===== src/rtl/xy_pattern_pkg.sv =====
// Shared types for the XY test-pattern generator: pattern modes and box-walk edges.
package xy_pattern_pkg;

    typedef enum logic [1:0] {
        RASTER  = 2'd0,
        VRASTER = 2'd1,
        BOX     = 2'd2,
        DIAG    = 2'd3
    } mode_e;

    typedef enum logic [1:0] {
        TOP    = 2'd0,
        RIGHT  = 2'd1,
        BOTTOM = 2'd2,
        LEFT   = 2'd3
    } box_edge_e;

endpackage


===== src/rtl/xy_pattern_gen_if.sv =====
// Sample stream from the XY pattern generator toward the capture FIFO.
interface xy_pattern_gen_if #(
    parameter int DATA_BITS = 10
);
    logic                 out_valid;
    logic                 out_ready;
    logic [DATA_BITS-1:0] out_x;
    logic [DATA_BITS-1:0] out_y;
    logic                 out_red;
    logic                 out_grn;
    logic                 out_blu;
    logic                 frame_done;

    modport master (
        output out_valid, out_x, out_y, out_red, out_grn, out_blu, frame_done,
        input  out_ready
    );

    modport slave (
        input  out_valid, out_x, out_y, out_red, out_grn, out_blu, frame_done,
        output out_ready
    );
endinterface


===== src/rtl/xy_axis_stepper.sv =====
// One coordinate axis: proposes the next value for a given step and direction,
// either wrapping to 0 past MAX or clamping at the end of the range.
module xy_axis_stepper #(
    parameter int DATA_BITS = 10,
    parameter int AW        = 11
) (
    input  logic [DATA_BITS-1:0] cur,
    input  logic [AW-1:0]        step,
    input  logic                 down,
    input  logic                 wrap,
    output logic [DATA_BITS-1:0] nxt,
    output logic                 at_limit
);
    localparam logic [AW-1:0] MAX = AW'({DATA_BITS{1'b1}});

    logic [AW-1:0] cur_w;
    logic [AW-1:0] sum;
    logic          over;
    logic          under;

    // In wrap mode at_limit means "this step wraps"; in clamp mode it means
    // "already sitting on the corner".
    always_comb begin
        cur_w    = AW'(cur);
        sum      = cur_w + step;
        over     = (sum > MAX);
        under    = (cur_w < step);
        nxt      = '0;
        at_limit = 1'b0;
        if (down) begin
            nxt      = under ? '0 : DATA_BITS'(cur_w - step);
            at_limit = wrap ? under : (cur == '0);
        end else begin
            nxt      = over ? (wrap ? '0 : MAX[DATA_BITS-1:0]) : sum[DATA_BITS-1:0];
            at_limit = wrap ? over : (cur_w == MAX);
        end
    end
endmodule


===== src/rtl/xy_pattern_gen.sv =====
// XY test-pattern source (raster, vertical raster, box perimeter, diagonal) over valid/ready.
// Define XY_PATTERN_GEN_COLOR_EN to step the colour bits once per frame.
module xy_pattern_gen
    import xy_pattern_pkg::*;
#(
    parameter int DATA_BITS = 10,
    parameter int STEP_BITS = 4
) (
    input  logic                 clk,
    input  logic                 reset_n,
    input  logic                 enable,
    input  logic [1:0]           mode,
    input  logic [STEP_BITS-1:0] step,
    xy_pattern_gen_if.master     bus
);
    localparam int AW = ((STEP_BITS > DATA_BITS) ? STEP_BITS : DATA_BITS) + 1;

    logic [DATA_BITS-1:0] x_q, y_q, x_d, y_d, x_nxt, y_nxt;
    logic                 x_lim, y_lim;
    logic                 valid_q, valid_d;
    logic                 frame_done_q, frame_end;
    logic                 accept;
    logic                 x_down, y_down, wrap;
    logic [AW-1:0]        s;
    logic [2:0]           colour_q;
    mode_e                mode_q, mode_d;
    box_edge_e            side_q, side_d;

    assign s      = (step == '0) ? AW'(1) : AW'(step);
    assign accept = valid_q && bus.out_ready;

    // Box walk: x descends when leaving RIGHT and along BOTTOM; y descends on BOTTOM->LEFT and LEFT.
    always_comb begin
        x_down = 1'b0;
        y_down = 1'b0;
        wrap   = 1'b1;
        if (mode_q == BOX) begin
            wrap   = 1'b0;
            x_down = (side_q == RIGHT) || (side_q == BOTTOM);
            y_down = (side_q == BOTTOM) || (side_q == LEFT);
        end
    end

    xy_axis_stepper #(.DATA_BITS(DATA_BITS), .AW(AW)) u_x_step (
        .cur(x_q), .step(s), .down(x_down), .wrap(wrap), .nxt(x_nxt), .at_limit(x_lim)
    );

    xy_axis_stepper #(.DATA_BITS(DATA_BITS), .AW(AW)) u_y_step (
        .cur(y_q), .step(s), .down(y_down), .wrap(wrap), .nxt(y_nxt), .at_limit(y_lim)
    );

    always_comb begin
        x_d       = x_q;
        y_d       = y_q;
        side_d    = side_q;
        mode_d    = mode_q;
        frame_end = 1'b0;
        valid_d   = (valid_q && !accept) || enable;
        if (accept) begin
            case (mode_q)
                RASTER: begin
                    x_d = x_nxt;
                    if (x_lim) begin
                        if (y_lim) frame_end = 1'b1;
                        else       y_d = y_nxt;
                    end
                end
                VRASTER: begin
                    y_d = y_nxt;
                    if (y_lim) begin
                        if (x_lim) frame_end = 1'b1;
                        else       x_d = x_nxt;
                    end
                end
                BOX: begin
                    case (side_q)
                        TOP:    if (x_lim) begin side_d = RIGHT;  y_d = y_nxt; end else x_d = x_nxt;
                        RIGHT:  if (y_lim) begin side_d = BOTTOM; x_d = x_nxt; end else y_d = y_nxt;
                        BOTTOM: if (x_lim) begin side_d = LEFT;   y_d = y_nxt; end else x_d = x_nxt;
                        LEFT:   if (y_lim) frame_end = 1'b1; else y_d = y_nxt;
                    endcase
                end
                DIAG: begin
                    if (x_lim) frame_end = 1'b1;
                    else begin
                        x_d = x_nxt;
                        y_d = x_nxt;
                    end
                end
            endcase
            // A new frame always restarts at the origin, so a mode switch needs no extra handling.
            if (frame_end) begin
                x_d    = '0;
                y_d    = '0;
                side_d = TOP;
                mode_d = mode_e'(mode);
            end
        end
    end

    always_ff @(posedge clk or negedge reset_n) begin
        if (!reset_n) begin
            valid_q      <= 1'b0;
            x_q          <= '0;
            y_q          <= '0;
            side_q       <= TOP;
            mode_q       <= RASTER;
            frame_done_q <= 1'b0;
        end else begin
            valid_q      <= valid_d;
            x_q          <= x_d;
            y_q          <= y_d;
            side_q       <= side_d;
            mode_q       <= mode_d;
            frame_done_q <= frame_end;
        end
    end

`ifdef XY_PATTERN_GEN_COLOR_EN
    // 3-bit colour counter that skips 000 so some colour is always lit.
    always_ff @(posedge clk or negedge reset_n) begin
        if (!reset_n)       colour_q <= 3'b111;
        else if (frame_end) colour_q <= (colour_q == 3'b111) ? 3'b001 : colour_q + 3'd1;
    end
`else
    assign colour_q = 3'b111;
`endif

    assign bus.out_valid  = valid_q;
    assign bus.out_x      = x_q;
    assign bus.out_y      = y_q;
    assign bus.frame_done = frame_done_q;
    assign {bus.out_red, bus.out_grn, bus.out_blu} = colour_q;
endmodule


===== src/flat_wrapper.sv =====
// flat-port wrapper written by rule: the top's interface ports become plain ports
module xy_pattern_gen_flat import xy_pattern_pkg::*;
#(
    parameter int DATA_BITS = 10,
    parameter int STEP_BITS = 4
)
  (clk, reset_n, enable, mode, step, bus_out_valid, bus_out_x, bus_out_y, bus_out_red, bus_out_grn, bus_out_blu, bus_frame_done, bus_out_ready);
  xy_pattern_gen_if #(.DATA_BITS(DATA_BITS)) bus_i ();
  input  logic clk;
  input  logic reset_n;
  input  logic enable;
  input  logic [1:0] mode;
  input  logic [STEP_BITS-1:0] step;
  output wire logic [$bits(bus_i.out_valid)-1:0] bus_out_valid;
  output wire logic [$bits(bus_i.out_x)-1:0] bus_out_x;
  output wire logic [$bits(bus_i.out_y)-1:0] bus_out_y;
  output wire logic [$bits(bus_i.out_red)-1:0] bus_out_red;
  output wire logic [$bits(bus_i.out_grn)-1:0] bus_out_grn;
  output wire logic [$bits(bus_i.out_blu)-1:0] bus_out_blu;
  output wire logic [$bits(bus_i.frame_done)-1:0] bus_frame_done;
  input wire logic [$bits(bus_i.out_ready)-1:0] bus_out_ready;
  assign bus_out_valid = bus_i.out_valid;
  assign bus_out_x = bus_i.out_x;
  assign bus_out_y = bus_i.out_y;
  assign bus_out_red = bus_i.out_red;
  assign bus_out_grn = bus_i.out_grn;
  assign bus_out_blu = bus_i.out_blu;
  assign bus_frame_done = bus_i.frame_done;
  assign bus_i.out_ready = bus_out_ready;
  xy_pattern_gen #(.DATA_BITS(DATA_BITS), .STEP_BITS(STEP_BITS)) u_core (.clk(clk), .reset_n(reset_n), .enable(enable), .mode(mode), .step(step), .bus(bus_i));
endmodule

===== config.mk =====
export PLATFORM = sky130hd
export DESIGN_NAME = xy_pattern_gen_flat
export DESIGN_NICKNAME = d
export VERILOG_FILES = /design/src/rtl/xy_pattern_pkg.sv /design/src/rtl/xy_pattern_gen_if.sv /design/src/rtl/xy_axis_stepper.sv /design/src/rtl/xy_pattern_gen.sv /design/src/flat_wrapper.sv
export SDC_FILE = /design/constraint.sdc
export NUM_CORES = 1
export LEC_CHECK = 0
export CAP_MARGIN = 15
export CORE_ASPECT_RATIO = 1.25
export CORE_MARGIN = 5
export CORE_UTILIZATION = 57
export DETAILED_ROUTE_END_ITERATION = 6
export GPL_TIMING_DRIVEN = 0
export PLACE_DENSITY = 0.8
export SYNTH_ARGS = -nofsm -noshare
export SYNTH_HDL_FRONTEND = slang
export SYNTH_SLANG_ARGS = --single-unit

===== constraint.sdc =====
create_clock -name clk -period 6.05 [get_ports clk]
set_clock_uncertainty 0.05 [all_clocks]
set_input_delay 1.21 -clock clk [delete_from_list [all_inputs] [get_ports clk]]
set_output_delay 1.21 -clock clk [all_outputs]
set_load 0.02 [all_outputs]

# Word-level counts from Yosys, hierarchy flattened
# Index checks and enable logic that the tools add are counted.
# classes
n_addsub	4
multipliers	0
div	0
order_cmp	4
eq_ne	17
n_shift	0
n_mux	43
n_bitwise	0
n_reduce_logical	19
# op_table
op	n
two-way mux 10 bit	16
one-hot mux 10 bit (4 select lines)	2
one-hot mux 10 bit (2 select lines)	2
adder 10 x 11 -> 11 bit	2
greater-than comparator 11 x 10 -> 1 bit, second input constant	2
< comparator 10 x 11 -> 1 bit	2
equality test 10 bit, second input constant	2
zero test 10 bit	2
subtractor 10 bit	2
two-way mux 1 bit	15
!= test 3 x 2 -> 1 bit, second input constant	4
!= test 4 bit, second input constant	3
two-way mux 2 bit	5
equality test 2 bit, second input constant	4
AND reduction 4 bit	2
!= test 3 bit, second input constant	2
one-hot mux 2 bit (3 select lines)	1
AND reduction 6 bit	1
equality test 2 x 1 -> 1 bit, second input constant	2
zero test 2 bit	2
zero test 4 bit	1
two-way mux 4 bit	1
one-hot mux 1 bit (4 select lines)	1
nonzero test 4 bit	1
other kinds (6)	10
# totals
regBits	26
latch_bits	0
ram_bits	0
rom_bits	0
elab_cells	93
memories	0

# Depth between registers and ports, before layout
# Gate-level depths: netlist of the first run.
# logic_depth
depth_word	12
mapped_depth	14
mapped_depth_nobuf	13

# By module
# Synthesis of the first run repeated with hierarchy kept, for this count alone.
# unflattened
hier_cells	511
area_unflattened_um2	4155.2
# modules_own_cells
mod	instances	cells_per_inst	area_each_um2
xy_pattern_gen	1	183	1838.0
xy_axis_stepper at u_core.u_x_step	1	171	1198.6
xy_axis_stepper at u_core.u_y_step	1	157	1118.6

# Worst setup path after synthesis of the first run
# OpenSTA, ideal clock, no wires.
# synth_path
kind	input port to flip-flop
start	input step[1]
end	register u_core.mode_q[0]
setup_ns	0.125
t_arrival_ns	3.823
slack_ns	2.052
cell_stages	12
n_path_buf	1
cell_sequence	inv_1 a31o_2 ha_1 fa_1 nand2b_1 a21o_1 nor4_1 nor2_2 o311ai_2 buf_6 nand3_4 mux2_4
# synth_between
elab_chain_cells	11
# synth_rtl
element	line_no	source
start: declaration	flat_wrapper.sv:13	input logic [STEP_BITS-1:0] step;
zero test 4 bit	xy_pattern_gen.sv:29	assign s = (step == '0) ? AW'(1) : AW'(step);
two-way mux 4 bit (*)	xy_pattern_gen.sv:29	
adder 10 x 11 -> 11 bit	xy_axis_stepper.sv:25	sum = cur_w + step;
greater-than comparator 11 x 10 -> 1 bit	xy_axis_stepper.sv:26	over = (sum > MAX);
two-way mux 1 bit	xy_axis_stepper.sv:35	at_limit = wrap ? over : (cur_w == MAX);
two-way mux 1 bit	xy_axis_stepper.sv:30	if (down) begin
two-way mux 1 bit (on tied branches)	-	
two-way mux 1 bit (on tied branches)	xy_pattern_gen.sv:76, xy_pattern_gen.sv:63, xy_pattern_gen.sv:70	
one-hot mux 1 bit (4 select lines) (*)	xy_pattern_gen.sv:60	case (mode_q)
two-way mux 1 bit (*)	xy_pattern_gen.sv:59	if (accept) begin
AND reduction 2 bit (no line) (*)	-	
end signal: assignment	xy_pattern_gen.sv:114	mode_q <= mode_d;
end: declaration	xy_pattern_gen.sv:26	mode_e mode_q, mode_d;
# Every way passes the cells marked *; elsewhere a longest branch is shown, timed or not. The select of a mux whose other input is x is not followed.
# A chain may end at the register's enable or synchronous reset.

# Worst setup path after layout of the first run
# layout_path
start	input step[2]
end	register u_core.y_q[4], in the netlist u_core.bus.out_y[4]
# layout_between
elab_chain_cells	12
# layout_rtl
element	line_no	source
zero test 4 bit	xy_pattern_gen.sv:29	
two-way mux 4 bit (*)	xy_pattern_gen.sv:29	
adder 10 x 11 -> 11 bit	xy_axis_stepper.sv:25	
greater-than comparator 11 x 10 -> 1 bit	xy_axis_stepper.sv:26	
two-way mux 1 bit	xy_axis_stepper.sv:35	
two-way mux 1 bit	xy_axis_stepper.sv:30	
two-way mux 1 bit (on tied branches)	-	
two-way mux 1 bit (on tied branches)	xy_pattern_gen.sv:76, xy_pattern_gen.sv:63, xy_pattern_gen.sv:70	
one-hot mux 1 bit (4 select lines)	xy_pattern_gen.sv:60	
two-way mux 1 bit	xy_pattern_gen.sv:59	
!= test 4 bit (no line) or != test 3 x 2 -> 1 bit (tied branches)	-	
AND reduction 4 bit (no line)	-	
end signal: assignment	xy_pattern_gen.sv:112	y_q <= y_d;
end: declaration	xy_pattern_gen.sv:18	logic [DATA_BITS-1:0] x_q, y_q, x_d, y_d, x_nxt, y_nxt;
# Marked as above.

==> reports/qor.yml, run 1 <==
finalSetupViolCount: 0
switching_share_pct: 43.5
ctsHoldBuffers: 0
hold_ws_ns: 0.549
fmax_mhz: 208
clock_latency_ns: 0.28
dp_hpwl_um: 8730
synth_area_mm2: 0.00341
p_seq_share_pct: 26.8
placementRows: 31
cp_max_fo: 10
layout_worst_path_cycle_share_pct: 79.3
antenna_found_initial: 0
rsz0062_at_grt: "no"
track_usage_pct: 29.9
die_w_um: 79.2
ys_seq_area_share_pct: 19.1
cts_buffers: 3
post_cts_resize_count: 0
via_count: 3810
die-area_mm2: 0.00764
end_kind: "flip-flop"
cts.path.max_buffers: 2
pwr-share-clk_pct: 17.4
grt_overflow: 0
critPathArrivalTime_ns: 4.95
n_antenna_cell: 0
wl_per_cell_um: 20.0
synth_edf_count: 0
layout-drive-gt1-share_pct: 9.00
area_growth_pct: 14.8
setup_slack_ns: 1.25
intPower_mw: 0.493
worstPathRequired_ns: 6.20
period_needed_ns: 4.80
worstMarginPinSlew_ns: 0.894
ios: 35
r2r-start: "u_core.bus.out_y[2]"
grt_pass1_vias: 3644
grt_pass1_wl_um: 18200
slew_viol_final: 0
crit_start: "step[2]"
cts_tree: "built"
p_leak_nw: 1.58
hold_violations: 0
die_h_um: 96.5
grt_max_degree: 16
hold_class: "reg2reg"
pre_cts_slack_ns: 0.985
worst_ir_drop_vdd_v: 0.000220
drv_cap: 0
ys_async_sr_fraction_pct: 100
syn_avg_cell_area_um2: 7.57
cts_num_sinks: 26
cts_root_buffer: "clkbuf_8"
htreeDepth: 1
syn-instance-count: 450
hold_start: "u_core.side_q[0]"
p_comb_share_pct: 55.8
drc: 0
fin_util_pct: 67.2
switchingPower_mw: 0.380
nets: 525
clk_pin_slew_worst_paths_ns: 0.10
synth.distinct_cells: 65
max_slew_margin_pct: 39.6
place.port_buffers: 31
initial_core_util_pct: 58.6
ys_warn_count: 0
ys.flop_type: "dfrtp_1"
drtAntennaViolNets: 0
status: "complete, no violations"
drt_first_iter_violations: 313
core_region_area_mm2: 0.00582
rrSetupSlack_ns: 2.56
synth_seq_cells: 26
start_kind: "input pin"
firstDrtPassIters: 5
cts_setup_buffers: 0
path_class: "in2reg"
routed_wl_um: 11100
p_per_area_mw_per_mm2: 223
vias_per_cell: 6.86
gp_congestion: 0.963
tns_ns: 0
[power by group through the flow]
stage	clock, mW	sequential, mW	combinational (mW)
after floorplan	0	0.261	0.294
after global placement	0	0.237	0.468
after detailed placement	0	0.238	0.476
after CTS	0.155	0.235	0.479
after global routing	0.162	0.241	0.528
final	0.151	0.234	0.487
[per-stage QoR]
step / power (mW) / cell area (um^2) / cells
6_report: 0.873 / 3910 / 555
2_1_floorplan: 0.555 / 3420 / 452
3_5_place_dp: 0.714 / 3840 / 551
4_1_cts: 0.869 / 3910 / 555
3_3_place_gp: 0.705 / 3810 / 549
5_1_grt: 0.931 / 3910 / 555
[critical path, stage by stage]
cell	delay [ns]
clkdlybuf4s50_1	0.53
inv_1	0.11
a31o_2	0.31
ha_1	0.22
fa_1	0.42
nor2b_1	0.18
o211ai_1	0.22
a21oi_1	0.15
a21oi_1	0.46
o311ai_2	0.18
buf_6	0.19
nor2_1	0.43
o41ai_1	0.15
o21ai_0	0.19
[area by class of cell]
class	instances	area, um^2
Buffer	31	165
Clock buffer	3	41.3
Clock inverter	1	30.0
Fill cell	511	1910
Inverter	15	56.3
Multi-Input combinational cell	380	2540
Sequential cell	26	651
Tap cell	66	82.6
Timing Repair Buffer	33	343
[cells by family after synthesis]
group           share of synthesized area (%)
compound gates                           32.7
other cells                             0.110
xor+xnor                                 2.31
simple gates                             28.4
flops                                    19.1
buf+inv                                  6.50
mux                                     0.881
fa+ha+maj                                10.1
[synth_stat cells (6+ instances only)]
master / number / share of area [%]
o31ai_1: 7 / 1.5
a21o_1: 7 / 1.5
nor2b_1: 9 / 1.7
a32o_1: 7 / 2.1
nand3_1: 12 / 1.8
or3_1: 6 / 1.1
xnor2_1: 9 / 2.3
nand2_1: 40 / 4.4
a21oi_1: 45 / 6.6
or2_2: 10 / 1.8
or4_1: 6 / 1.3
nor2_1: 37 / 4.1
inv_1: 15 / 1.7
clkbuf_1: 18 / 2.0
ha_1: 21 / 7.7
nand2b_1: 8 / 1.5
dfrtp_1: 26 / 19
and3_1: 7 / 1.3
a211o_1: 7 / 1.8
nor3_1: 18 / 2.6
o21ai_0: 27 / 4.0
[flip-flops by register name (all words and copies together) (netlist names)]
name / count
u_core.bus.out_valid: 1
u_core.side_q: 2
u_core.bus.frame_done: 1
u_core.bus.out_y: 10
u_core.bus.out_x: 10
u_core.mode_q: 2
[cells in the final DEF, fill, tap and decap left out, types with 10 or more instances in the layout]
| cell | count |
|---|---|
| ha_1 | 21 |
| nor3_1 | 18 |
| nand3_1 | 12 |
| or2_2 | 10 |
| nor2_1 | 37 |
| dfrtp_1 | 26 |
| inv_1 | 15 |
| clkdlybuf4s50_1 | 31 |
| clkbuf_1 | 18 |
| nand2_1 | 40 |
| o21ai_0 | 27 |
| a21oi_1 | 45 |
[worst paths after layout]
kind,cells past startpoint,end
hold reg to reg,1,u_core.side_q[0]
hold / removal,1,u_core.side_q[0]
setup / recovery,14,u_core.bus.out_y[4]
max in group asynchronous,2,u_core.bus.out_y[2]
min in group asynchronous,1,u_core.bus.out_valid
setup reg to reg,10,u_core.bus.out_y[5]
[per-layer routing]
layer  vias to the layer above  track usage, %  wire length [um]
li1                       1757               -                 -
met1                      1791            36.1              4430
met2                       208            53.6              5600
met3                        54            3.43               610
met4                         0            13.0               469
met5                         -               0                 0
(Power assumes the default switching activity.)
==> run 2: changes to the inputs <==
--- a/config.mk
+++ b/config.mk
@@ -8,10 +8,10 @@
 export CAP_MARGIN = 15
 export CORE_ASPECT_RATIO = 1.25
 export CORE_MARGIN = 5
-export CORE_UTILIZATION = 57
+export CORE_UTILIZATION = 53
 export DETAILED_ROUTE_END_ITERATION = 6
 export GPL_TIMING_DRIVEN = 0
-export PLACE_DENSITY = 0.8
+export PLACE_DENSITY = 0.78
 export SYNTH_ARGS = -nofsm -noshare
 export SYNTH_HDL_FRONTEND = slang
 export SYNTH_SLANG_ARGS = --single-unit
==> constraint.sdc (replaced) <==
create_clock -name clk -period 3.9 [get_ports clk]
set_clock_uncertainty 0.05 [all_clocks]
set_input_delay 0.78 -clock clk [delete_from_list [all_inputs] [get_ports clk]]
set_output_delay 0.78 -clock clk [all_outputs]
set_load 0.02 [all_outputs]
==> reports/qor.yml, run 2 (same netlist as run 1, synthesis figures left out) <==
fin_util_pct: 64.8  # was 67.2%
track_usage_pct: 27.2  # was 29.9%
met1_usage_pct: 33.2  # was 36.1%
routed_wl_um: 11100  # about the same
drc: 2  # was 0
grt_overflow: 0  # unchanged
cts_tree: "built"  # unchanged
placementRows: 32  # was 31
gp_congestion: 0.972  # was 0.963
top_usage_layer: "met2"  # unchanged
worstReg2RegEnd: "u_core.bus.out_y[9]"  # was u_core.bus.out_y[5]
layout_worst_path_cycle_share_pct: 97.0
end_kind: "flip-flop"  # unchanged
htreeDepth: 1  # unchanged
n_antenna_cell: 0  # unchanged
initial_core_util_pct: 54.9  # was 58.6%
cp_max_fo: 5  # was 10
worst_ir_drop_vdd_v: 0.000361  # was 0.000220 V
area_growth_pct: 18.1  # was 14.8%
nets: 528  # was 525
critPathArrivalTime_ns: 3.91  # was 4.95 ns
slew_viol_final: 0  # unchanged
cts_root_buffer: "clkbuf_8"  # unchanged
finalSetupViolCount: 0  # unchanged
tns_ns: 0  # unchanged
path_class: "in2reg"  # unchanged
rsz0062_at_grt: "no"  # unchanged
p_total_mw: 1.37  # was 0.873 mW
clock_latency_ns: 0.28  # about the same
die_h_um: 99.7  # was 96.5 um
max_slew_margin_pct: 40.3  # was 39.6%
hold_violations: 0  # unchanged
via_count: 3742  # was 3810
mostFrequentLayoutCells: "41 x a21oi_1, 40 x nand2_1, 35 x nor2_1, 30 x clkdlybuf4s50_1, 26 x dfrtp_1"  # was 45 x a21oi_1, 40 x nand2_1, 37 x nor2_1, 31 x clkdlybuf4s50_1, 27 x o21ai_0
worstMarginPinSlew_ns: 0.884  # was 0.894 ns
grt_pass1_vias: 3662  # was 3644
grt_max_degree: 16  # unchanged
r2r-start: "u_core.side_q[0]"  # was u_core.bus.out_y[2]
rrSetupSlack_ns: 0.66  # was 2.56 ns
firstDrtPassIters: 7  # was 5
fillers: 583  # was 511
vias_per_cell: 6.49  # was 6.86
fmax_mhz: 264
drtAntennaViolNets: 0  # unchanged
p_per_area_mw_per_mm2: 340  # was 223 mW/mm^2
place.port_buffers: 31  # unchanged
finalInstanceArea_mm2: 0.00402  # was 0.00391 mm^2
die-area_mm2: 0.00814  # was 0.00764 mm^2
grt_util_met2_pct: 46.5  # was 53.6%
crit_end: "u_core.bus.out_y[8]"  # was u_core.bus.out_y[4]
antenna_found_initial: 0  # unchanged
drv_cap: 0  # unchanged
cts_num_sinks: 26  # unchanged
grt_pass1_wl_um: 17700  # was 18200 um
violations: "DRC"
ctsHoldBuffers: 0  # unchanged
layout_commonest_cell: "a21oi_1"  # unchanged
pre_cts_slack_ns: -0.669  # was 0.985 ns
hold_class: "reg2reg"  # unchanged
setup_slack_ns: 0.115  # was 1.25 ns
crit_start: "step[1]"  # was step[2]
grt_use_met3_pct: 3.44  # was 3.43%
drt_first_iter_violations: 342  # was 313
core_region_area_mm2: 0.00621  # was 0.00582 mm^2
place_area_mm2: 0.00386  # was 0.00384 mm^2
layout-drive-gt1-share_pct: 13.2  # was 9.00%
p_leak_nw: 1.62  # was 1.58 nW
period_needed_ns: 3.78
reg2reg_depth: 10  # unchanged
wl_per_cell_um: 19.2  # was 20.0 um
cts.path.max_buffers: 2  # unchanged
cts_buffers: 3  # unchanged
clk_pin_slew_worst_paths_ns: 0.10  # about the same
start_kind: "input pin"  # unchanged
dp_hpwl_um: 8520  # was 8730 um
ios: 35  # unchanged
status: "finished with violations"  # was complete, no violations
worstPathRequired_ns: 4.03  # was 6.20 ns
die_w_um: 81.7  # was 79.2 um
==> run 2: cell types whose count changed in the layout (fill, tap and decap cells not counted), sizes merged <==
cell           change
buf                +3
clkdlybuf4s50      -1
dlymetal6s2s       +1
==> run 2: how the worst min path moves through the flow <==
stage          depth (start not counted)                     to  slack (ns)             start
2_1_floorplan                          0  u_core.bus.frame_done        0.43           reset_n
3_3_place_gp                           1       u_core.side_q[1]        0.49  u_core.side_q[1]
3_5_place_dp                           1       u_core.side_q[1]        0.51  u_core.side_q[1]
4_1_cts                                1       u_core.side_q[1]        0.53  u_core.side_q[1]
5_1_grt                                1       u_core.side_q[1]        0.56  u_core.side_q[1]
6_report                               1       u_core.side_q[1]        0.53  u_core.side_q[1]
==> run 2: power breakdown <==
part           total [mW]  leakage (nW)  internal [mW]  switching (mW)
logic               0.769          1.24          0.326           0.443
registers           0.365         0.340          0.308          0.0575
clock network       0.234        0.0357          0.138          0.0962
total                1.37          1.62          0.771           0.597
==> run 2: worst max-delay path, cell delays in order <==
cell and delay (ns):
clkdlybuf4s50_1 0.43, inv_2 0.15, a31o_4 0.20, ha_1 0.17, inv_1 0.05, fa_1 0.41
a21o_1 0.22, a211oi_1 0.48, nor3b_1 0.29, xnor2_1 0.15, o22ai_1 0.12, nand3_1 0.13
nand3_1 0.13, a22o_1 0.22
==> run 2: metal layers <==
metal | wire, um | up-vias
li1 | - | 1760
met2 | 5580 | 179
met3 | 627 | 44
met5 | 0 | -
met1 | 4460 | 1759
met4 | 418 | 0
==> run 2: area by class of cell <==
type / instances / area [um^2] / area share, %
clock buffers: 3 / 41.3 / 1.03
clock inverters: 1 / 30.0 / 0.746
flip-flops and latches: 26 / 651 / 16.2
inverters: 15 / 56.3 / 1.40
multi-input cells: 380 / 2600 / 64.7
repair buffers: 36 / 368 / 9.14
plain buffers: 31 / 168 / 4.17
well taps: 85 / 106 / 2.64
==> run 2: through the flow <==
step	std cells	hold WS [ns]
detailed placement	570	0.509
CTS	576	0.534
global placement	568	0.490
global route	577	0.560
floorplan	452	0.434
finish	577	0.533
==> run 2: timing repair <==
| item | in CTS | in global routing |
|---|---|---|
| setup buffers | 2 | 1 |
| endpoints found under the hold margin | 0 | 0 |
| resized for setup | 10 | 18 |
| endpoints found under the setup margin | 15 | 24 |
